<file path="config.mk">
export PLATFORM = sky130hd
export DESIGN_NAME = fpm_normalize_round_flat
export DESIGN_NICKNAME = d
export VERILOG_FILES = /design/src/rtl/fpm_pkg.sv /design/src/rtl/fpm_normalize_round_if.sv /design/src/rtl/fpm_round_rne.sv /design/src/rtl/fpm_normalize_round.sv /design/src/flat_wrapper.sv
export SDC_FILE = /design/constraint.sdc
export NUM_CORES = 1
export LEC_CHECK = 0
export CAP_MARGIN = 20
export CORE_MARGIN = 2
export CORE_UTILIZATION = 44
export CTS_CLUSTER_DIAMETER = 200
export DETAILED_ROUTE_END_ITERATION = 16
export HOLD_SLACK_MARGIN = 0.02
export PLACE_DENSITY = 0.86
export SLEW_MARGIN = 0
export SYNTH_ARGS = -nofsm -noshare
export SYNTH_HDL_FRONTEND = slang
export SYNTH_SLANG_ARGS = --single-unit
</file>
<file path="constraint.sdc">
create_clock -name clk -period 2.4 [get_ports clk]
set_input_delay 0.48 -clock clk [delete_from_list [all_inputs] [get_ports clk]]
set_output_delay 0.48 -clock clk [all_outputs]
set_load 0.02 [all_outputs]
</file>
<file path="src/rtl/fpm_pkg.sv">
// Shared binary16 constants, flag indices and the stage-1 register record
// for the multiplier normalize/round/pack stage.
package fpm_pkg;

  localparam int EXP_W  = 5;
  localparam int MANT_W = 10;
  localparam int BIAS   = 15;
  localparam int PROD_W = 22;
  localparam int FLAG_W = 3;

  localparam logic [15:0] QNAN    = 16'h7E00;
  localparam logic [14:0] INF_MAG = 15'h7C00;

  // out_flags = {overflow, underflow, inexact}
  localparam int FLG_OVF = 2;
  localparam int FLG_UNF = 1;
  localparam int FLG_INX = 0;

  // exp is the 8-bit two's complement biased exponent after normalization
  typedef struct packed {
    logic              sign;
    logic [7:0]        exp;
    logic [MANT_W-1:0] mant;
    logic              guard;
    logic              sticky;
    logic              zero;
    logic              inf;
    logic              nan;
  } s1_t;

endpackage

</file>
<file path="src/rtl/fpm_normalize_round_if.sv">
// Valid/ready bus between the product adder, the normalize/round stage and
// its consumer. master = upstream/consumer side, slave = the stage itself.
interface fpm_normalize_round_if;
  logic        in_valid;
  logic        in_ready;
  logic        in_sign;
  logic [6:0]  in_exp;
  logic [21:0] in_prod;
  logic        in_zero;
  logic        in_inf;
  logic        in_nan;
  logic        out_valid;
  logic        out_ready;
  logic [15:0] out_result;
  logic [2:0]  out_flags;

  modport master (
    output in_valid, in_sign, in_exp, in_prod, in_zero, in_inf, in_nan, out_ready,
    input  in_ready, out_valid, out_result, out_flags
  );

  modport slave (
    input  in_valid, in_sign, in_exp, in_prod, in_zero, in_inf, in_nan, out_ready,
    output in_ready, out_valid, out_result, out_flags
  );
endinterface

</file>
<file path="src/rtl/fpm_round_rne.sv">
// Round-to-nearest-even on a 10-bit mantissa with guard/sticky; carry_o
// signals overflow into the next binade (mantissa wraps to zero).
module fpm_round_rne
  import fpm_pkg::*;
(
  input  logic [MANT_W-1:0] mant_i,
  input  logic              guard_i,
  input  logic              sticky_i,
  output logic [MANT_W-1:0] mant_o,
  output logic              carry_o,
  output logic              inexact_o
);
  logic            inc;
  logic [MANT_W:0] sum;

  always_comb begin
    inc       = guard_i & (sticky_i | mant_i[0]);
    sum       = {1'b0, mant_i} + {{MANT_W{1'b0}}, inc};
    mant_o    = sum[MANT_W-1:0];
    carry_o   = sum[MANT_W];
    inexact_o = guard_i | sticky_i;
  end
endmodule

</file>
<file path="src/rtl/fpm_normalize_round.sv">
// Normalize/round/pack stage of the binary16 multiplier, 2-stage valid/ready.
// Define FPM_SUBNORMAL_EN for gradual underflow; otherwise tiny results flush to zero.
module fpm_normalize_round
  import fpm_pkg::*;
(
  input  logic                 clk,
  input  logic                 rst,
  fpm_normalize_round_if.slave io
);
  s1_t         s1_d, s1_q, s1_in;
  logic        s1_valid_d, s1_valid_q;
  logic        s2_valid_d, s2_valid_q;
  logic [15:0] out_result_d, out_result_q;
  logic [2:0]  out_flags_d, out_flags_q;

  logic        s2_load, s1_adv, in_ready_c;
  logic [15:0] res_c;
  logic [2:0]  flg_c;
  logic signed [8:0] exp_rnd;

  logic [MANT_W-1:0] rn_mant;
  logic              rn_carry, rn_inx;

  // ---------------- handshake ----------------
  always_comb begin
    s2_load    = !s2_valid_q || io.out_ready;
    s1_adv     = s1_valid_q && s2_load;
    in_ready_c = !s1_valid_q || s1_adv;
  end

  assign io.in_ready   = in_ready_c;
  assign io.out_valid  = s2_valid_q;
  assign io.out_result = out_result_q;
  assign io.out_flags  = out_flags_q;

  // ---------------- stage 1: normalize ----------------
  always_comb begin
    s1_in.sign = io.in_sign;
    s1_in.zero = io.in_zero;
    s1_in.inf  = io.in_inf;
    s1_in.nan  = io.in_nan;
    if (io.in_prod[21]) begin
      s1_in.mant   = io.in_prod[20:11];
      s1_in.guard  = io.in_prod[10];
      s1_in.sticky = |io.in_prod[9:0];
      s1_in.exp    = {io.in_exp[6], io.in_exp} + 8'd1;
    end else begin
      s1_in.mant   = io.in_prod[19:10];
      s1_in.guard  = io.in_prod[9];
      s1_in.sticky = |io.in_prod[8:0];
      s1_in.exp    = {io.in_exp[6], io.in_exp};
    end
  end

  always_comb begin
    s1_valid_d = in_ready_c ? io.in_valid : s1_valid_q;
    s1_d       = (io.in_valid && in_ready_c) ? s1_in : s1_q;
  end

  // ---------------- stage 2: round / pack ----------------
  fpm_round_rne u_rne_norm (
    .mant_i    (s1_q.mant),
    .guard_i   (s1_q.guard),
    .sticky_i  (s1_q.sticky),
    .mant_o    (rn_mant),
    .carry_o   (rn_carry),
    .inexact_o (rn_inx)
  );

`ifdef FPM_SUBNORMAL_EN
  // Denormalize by (1 - exp). The first position of the shift moves the guard
  // straight into sticky, so shift {1,mant} by the remaining (sh - 1).
  logic signed [8:0]  sh_full;
  logic [3:0]         sh_m1;
  logic [MANT_W:0]    sub_v, sub_sft;
  logic               sub_lost;
  logic [MANT_W-1:0]  sub_mant;
  logic               sub_carry, sub_inx;

  always_comb begin
    sh_full  = 9'sd1 - $signed({s1_q.exp[7], s1_q.exp});
    sh_m1    = (sh_full > 9'sd12) ? 4'd11 : 4'(sh_full[3:0] - 4'd1);
    sub_v    = {1'b1, s1_q.mant};
    sub_sft  = sub_v >> sh_m1;
    sub_lost = s1_q.guard | (|(sub_v & ~(11'h7FF << sh_m1)));
  end

  fpm_round_rne u_rne_sub (
    .mant_i    (sub_sft[MANT_W:1]),
    .guard_i   (sub_sft[0]),
    .sticky_i  (s1_q.sticky | sub_lost),
    .mant_o    (sub_mant),
    .carry_o   (sub_carry),
    .inexact_o (sub_inx)
  );
`endif

  always_comb begin
    res_c   = 16'h0000;
    flg_c   = '0;
    exp_rnd = $signed({s1_q.exp[7], s1_q.exp}) + $signed({8'd0, rn_carry});
    if (s1_q.nan) begin
      res_c = QNAN;
    end else if (s1_q.inf) begin
      res_c = {s1_q.sign, INF_MAG};
    end else if (s1_q.zero) begin
      res_c = {s1_q.sign, 15'h0000};
    end else if ($signed(s1_q.exp) <= 8'sd0) begin
`ifdef FPM_SUBNORMAL_EN
      // a carry here lands in the hidden bit: smallest normal, exponent field 1
      res_c          = {s1_q.sign, 4'd0, sub_carry, sub_mant};
      flg_c[FLG_UNF] = sub_inx & ~sub_carry;
      flg_c[FLG_INX] = sub_inx;
`else
      res_c          = {s1_q.sign, 15'h0000};
      flg_c[FLG_UNF] = 1'b1;
      flg_c[FLG_INX] = 1'b1;
`endif
    end else if (exp_rnd >= 9'sd31) begin
      res_c          = {s1_q.sign, INF_MAG};
      flg_c[FLG_OVF] = 1'b1;
      flg_c[FLG_INX] = 1'b1;
    end else begin
      res_c          = {s1_q.sign, exp_rnd[EXP_W-1:0], rn_mant};
      flg_c[FLG_INX] = rn_inx;
    end
  end

  always_comb begin
    s2_valid_d   = s2_load ? s1_valid_q : s2_valid_q;
    out_result_d = s1_adv ? res_c : out_result_q;
    out_flags_d  = s1_adv ? flg_c : out_flags_q;
  end

  always_ff @(posedge clk or posedge rst) begin
    if (rst) begin
      s1_valid_q   <= 1'b0;
      s2_valid_q   <= 1'b0;
      s1_q         <= '0;
      out_result_q <= 16'h0000;
      out_flags_q  <= '0;
    end else begin
      s1_valid_q   <= s1_valid_d;
      s2_valid_q   <= s2_valid_d;
      s1_q         <= s1_d;
      out_result_q <= out_result_d;
      out_flags_q  <= out_flags_d;
    end
  end
endmodule
</file>
<file path="src/flat_wrapper.sv">
// flat-port wrapper written by rule: the top's interface ports become plain ports
module fpm_normalize_round_flat import fpm_pkg::*;
  (clk, rst, io_in_valid, io_in_sign, io_in_exp, io_in_prod, io_in_zero, io_in_inf, io_in_nan, io_out_ready, io_in_ready, io_out_valid, io_out_result, io_out_flags);
  fpm_normalize_round_if io_i ();
  input  logic clk;
  input  logic rst;
  input wire logic [$bits(io_i.in_valid)-1:0] io_in_valid;
  input wire logic [$bits(io_i.in_sign)-1:0] io_in_sign;
  input wire logic [$bits(io_i.in_exp)-1:0] io_in_exp;
  input wire logic [$bits(io_i.in_prod)-1:0] io_in_prod;
  input wire logic [$bits(io_i.in_zero)-1:0] io_in_zero;
  input wire logic [$bits(io_i.in_inf)-1:0] io_in_inf;
  input wire logic [$bits(io_i.in_nan)-1:0] io_in_nan;
  input wire logic [$bits(io_i.out_ready)-1:0] io_out_ready;
  output wire logic [$bits(io_i.in_ready)-1:0] io_in_ready;
  output wire logic [$bits(io_i.out_valid)-1:0] io_out_valid;
  output wire logic [$bits(io_i.out_result)-1:0] io_out_result;
  output wire logic [$bits(io_i.out_flags)-1:0] io_out_flags;
  assign io_i.in_valid = io_in_valid;
  assign io_i.in_sign = io_in_sign;
  assign io_i.in_exp = io_in_exp;
  assign io_i.in_prod = io_in_prod;
  assign io_i.in_zero = io_in_zero;
  assign io_i.in_inf = io_in_inf;
  assign io_i.in_nan = io_in_nan;
  assign io_i.out_ready = io_out_ready;
  assign io_in_ready = io_i.in_ready;
  assign io_out_valid = io_i.out_valid;
  assign io_out_result = io_i.out_result;
  assign io_out_flags = io_i.out_flags;
  fpm_normalize_round u_core (.clk(clk), .rst(rst), .io(io_i));
endmodule
</file>
==> impl_results.rst <==
.. list-table::
   :header-rows: 1

   * - Metric
     - Value
   * - Post-detailed-route wirelength per cell
     - 13.9 um
   * - Number of primary I/O pins
     - 58
   * - Pwr Density
     - between 600 and 700 nW/um^2
   * - Worst setup slack after layout
     - -0.0499 ns
   * - Residual DRC count
     - 0
   * - Initial antenna violation count
     - 0
   * - Cell area after synthesis
     - roughly 2400 sq um
   * - Clock share of power
     - 26.8%
   * - Gpl congestion
     - approximately 0.72
   * - Fraction of the yosys area taken by sequential cells
     - 47.8%
   * - Clock Pin Slew Worst Setup and Hold Paths
     - approximately 0.09 ns
   * - Final hold violation count
     - 0
   * - Starting density of the core
     - between 40% and 50%
   * - Cell internal power dissipation
     - around 0.0015 W
   * - Synthesis-stage register bit count
     - 45
   * - Worst setup path category
     - reg -> reg
   * - Area of placed instances
     - about 3100 sq um
   * - Detailed-route via count
     - roughly 2000
   * - Required time reported for the critical path endpoint
     - 2.60 ns
   * - Net Switching
     - 0.000645 W
   * - Crit Reg-Reg Startpoint
     - u_core.s1_q[5]
   * - Via count of the first global-routing pass
     - approximately 2000
   * - Number of different library cells in the post-synthesis netlist
     - 39
   * - Violated checks
     - negative setup slack
   * - Global route overflow
     - 0
   * - Comb pwr share
     - approximately 28%
   * - CTS tree
     - yes
   * - Mean post-synth cell area
     - between 10 and 15 sq um
   * - Overall Global Routing Usage
     - between 10% and 20%
   * - Register share of total power
     - 45.4%
   * - Row count
     - 26
   * - Proportion of netlist area held by the largest area contributor
     - between 40% and 50%
   * - Most common cell after layout, fill and taps aside
     - sky130_fd_sc_hd__clkdlybuf4s50_1
   * - Number of vias per cell after detailed routing
     - 5.31
   * - Pin count of the biggest net entering global routing
     - 46
   * - Final setup skew
     - about 0.013 ns
   * - Synthesized netlist cell count
     - 234
   * - Yosys warning total
     - 0
   * - First element of the critical path
     - u_core.s1_q[5]
   * - Cell chosen for the clock root
     - sky130_fd_sc_hd__clkbuf_8
   * - Worst vdd ir
     - ~360 uV
   * - Hold buffer count at cts
     - 0
   * - Most frequent cells in the layout
     - 57 x sky130_fd_sc_hd__clkdlybuf4s50_1, 45 x sky130_fd_sc_hd__dfrtp_1, 36 x sky130_fd_sc_hd__nand2_1
   * - Maximum buffer depth of the clock tree
     - 2
   * - Die outline height
     - 77.1 um
   * - Synth top area cells
     - sky130_fd_sc_hd__dfrtp_1 48%, sky130_fd_sc_hd__nand2_1 5.7%, sky130_fd_sc_hd__mux2i_1 5.1%
   * - Count of nets left with antenna violations after detail routing
     - 0
   * - Endpoint class of the critical path
     - flop
   * - Worst-case headroom to the max-slew limit
     - between 60% and 70%
   * - First-pass GRT wire length
     - 8970 um
   * - Number of max-cap violations
     - 0
   * - Post-detail-place hpwl
     - 3950 um
   * - Type of the tightest min-delay check
     - reg -> reg
   * - Highest clock frequency the design can meet
     - between 400 and 500 MHz
   * - Clock latency of the later-clocked register in the worst-skew pair
     - roughly 0.3 ns
   * - Placement-stage worst setup slack
     - -0.125 ns
   * - EDFF count, synth
     - 0
   * - Transition time at the pin with the least slew margin
     - around 0.54 ns
   * - Switch share
     - 30.4%
   * - Min Clock Period, post-route
     - about 2.4 ns
   * - Proportion of layout cells with a drive suffix above 1
     - roughly 14%
   * - Die X
     - slightly below 80 um
   * - Total nets after synthesis
     - 276
   * - Highest fanout seen on the critical path
     - 16
   * - Buffers on Ports
     - 57
   * - H-tree levels
     - 2
   * - Max-slew violation count
     - 0
   * - Number of clock sinks
     - 45
   * - Floorplan die area
     - approximately 5900 sq um
   * - Hold_sp
     - u_core.io.out_flags[1]
   * - Period utilisation layout
     - 102%
   * - Leakage component of the power
     - between 1 and 1.5 nW
   * - Status
     - complete, but fails checks
   * - Total core area
     - slightly above 5000 sq um
   * - Pre-Repair DR Iteration Count
     - 4
   * - Number of DRC markers in iteration 0
     - between 100 and 150
   * - RSZ-0062 raised after global routing
     - true
   * - Total of endpoints with negative setup slack in the final report
     - 14
   * - Total wire length
     - 5170 um
   * - Antenna diodes
     - 0
   * - Most area-hungry cell type in the Yosys netlist
     - sky130_fd_sc_hd__dfrtp_1
   * - # nets final
     - roughly 340
   * - Final cell area excluding filler cells
     - about 3300 sq um
   * - Arrival @ worst endpoint
     - between 2 and 3 ns
   * - Worst Setup Start Kind
     - flop
   * - Asr flop ratio synth
     - 100%
   * - Area Overhead vs Synth
     - 40.0%
   * - Most frequently used flop master after synthesis
     - sky130_fd_sc_hd__dfrtp_1
   * - TritonCTS buffer count
     - 5
==> metrics by stage <==
| step | std cells | total power (W) | TNS [ns] | utilization, % | hold WS (ns) |
|---|---|---|---|---|---|
| 3_5_place_dp | 362 | 0.00154 | -1.41 | 60.2 | 0.469 |
| 2_1_floorplan | 234 | 0.00128 | -0.150 | - | 0.470 |
| 4_1_cts | 372 | 0.00213 | -0.517 | 63.1 | 0.489 |
| 5_1_grt | 372 | 0.00224 | -2.72 | 64.1 | 0.520 |
| 3_3_place_gp | 362 | 0.00151 | 0 | 60.2 | 0.453 |
| 6_report | 372 | 0.00212 | -0.500 | 64.1 | 0.486 |
==> sequential cells by signal (all words and copies together) (netlist names) <==
register / flops
u_core.s1_q: 24
u_core.s1_valid_q: 1
u_core.io.out_flags: 3
u_core.io.out_valid: 1
u_core.io.out_result: 16
==> final cells by class <==
class / count / area [sq um]
repair buffers: 74 / 711
fillers: 442 / 1840
well taps: 70 / 87.6
inverters: 2 / 7.51
clock inverters: 3 / 46.3
clock buffers: 5 / 68.8
multi-input cells: 173 / 1250
flip-flops and latches: 45 / 1130
==> Yosys cell counts (all sizes together), types with 4 or more instances <==
cell / number
dfrtp: 45
nand3: 6
mux2i: 12
xnor2: 9
xor2: 9
buf: 4
ha: 5
a32o: 9
nand2: 36
nor3: 5
nor2: 15
clkbuf: 10
mux2: 4
a311oi: 5
nand4: 6
o21ai: 23
==> metal layers <==
metal	track usage, %	up-vias	part of all wire [%]
li1	-	974	-
met1	24.6	925	45
met2	30.6	69	48
met3	3.18	7	5.3
met4	6.43	0	1.4
met5	0	-	0
==> worst paths after layout <==
kind | to | slack (ns) | depth (start not counted)
max | u_core.io.out_result[1] | -0.05 | 12
max reg2reg | u_core.io.out_result[1] | -0.05 | 12
min reg2reg | u_core.io.out_flags[1] | 0.49 | 2
max in group asynchronous | u_core.s1_q[18] | 1.41 | 3
min in group asynchronous | u_core.s1_q[23] | 0.62 | 3
min | u_core.io.out_flags[1] | 0.49 | 2
==> power by group through the flow <==
stage | clock network, W | logic (W) | registers (W)
floorplan | 0 | 0.000274 | 0.00100
global placement | 0 | 0.000546 | 0.000968
detailed placement | 0 | 0.000563 | 0.000975
CTS | 0.000581 | 0.000585 | 0.000959
global route | 0.000612 | 0.000644 | 0.000984
finish | 0.000569 | 0.000590 | 0.000966
==> timing repair <==
item / in CTS / in global routing
setup buffers: 2 / 1
setup endpoints to repair: 15 / 15
pin swaps: 1 / 2
resized for setup: 3 / 8
==> logic make-up after synthesis <==
family | Yosys count | synth area share (%)
adder cells (fa/ha/maj) | 5 | 2.66
multiplexers | 16 | 7.02
AND/OR/NAND/NOR | 85 | 17.2
XOR/XNOR | 18 | 6.70
AO/OA/AOI/OAI | 49 | 15.2
buffers and inverters | 16 | 3.40
flip-flops | 45 | 47.8
==> worst max-delay path, stage by stage (launching register included) <==
cell	delay, ns
sky130_fd_sc_hd__dfrtp_1	0.37
sky130_fd_sc_hd__o21a_1	0.18
sky130_fd_sc_hd__ha_4	0.17
sky130_fd_sc_hd__ha_4	0.15
sky130_fd_sc_hd__nand3_4	0.08
sky130_fd_sc_hd__nor2_4	0.16
sky130_fd_sc_hd__ha_4	0.16
sky130_fd_sc_hd__nor2b_4	0.13
sky130_fd_sc_hd__nand4_1	0.08
sky130_fd_sc_hd__a211o_1	0.30
sky130_fd_sc_hd__a21boi_4	0.15
sky130_fd_sc_hd__buf_12	0.16
sky130_fd_sc_hd__a32o_1	0.25
No activity file was read; power rests on OpenSTA's default activity.
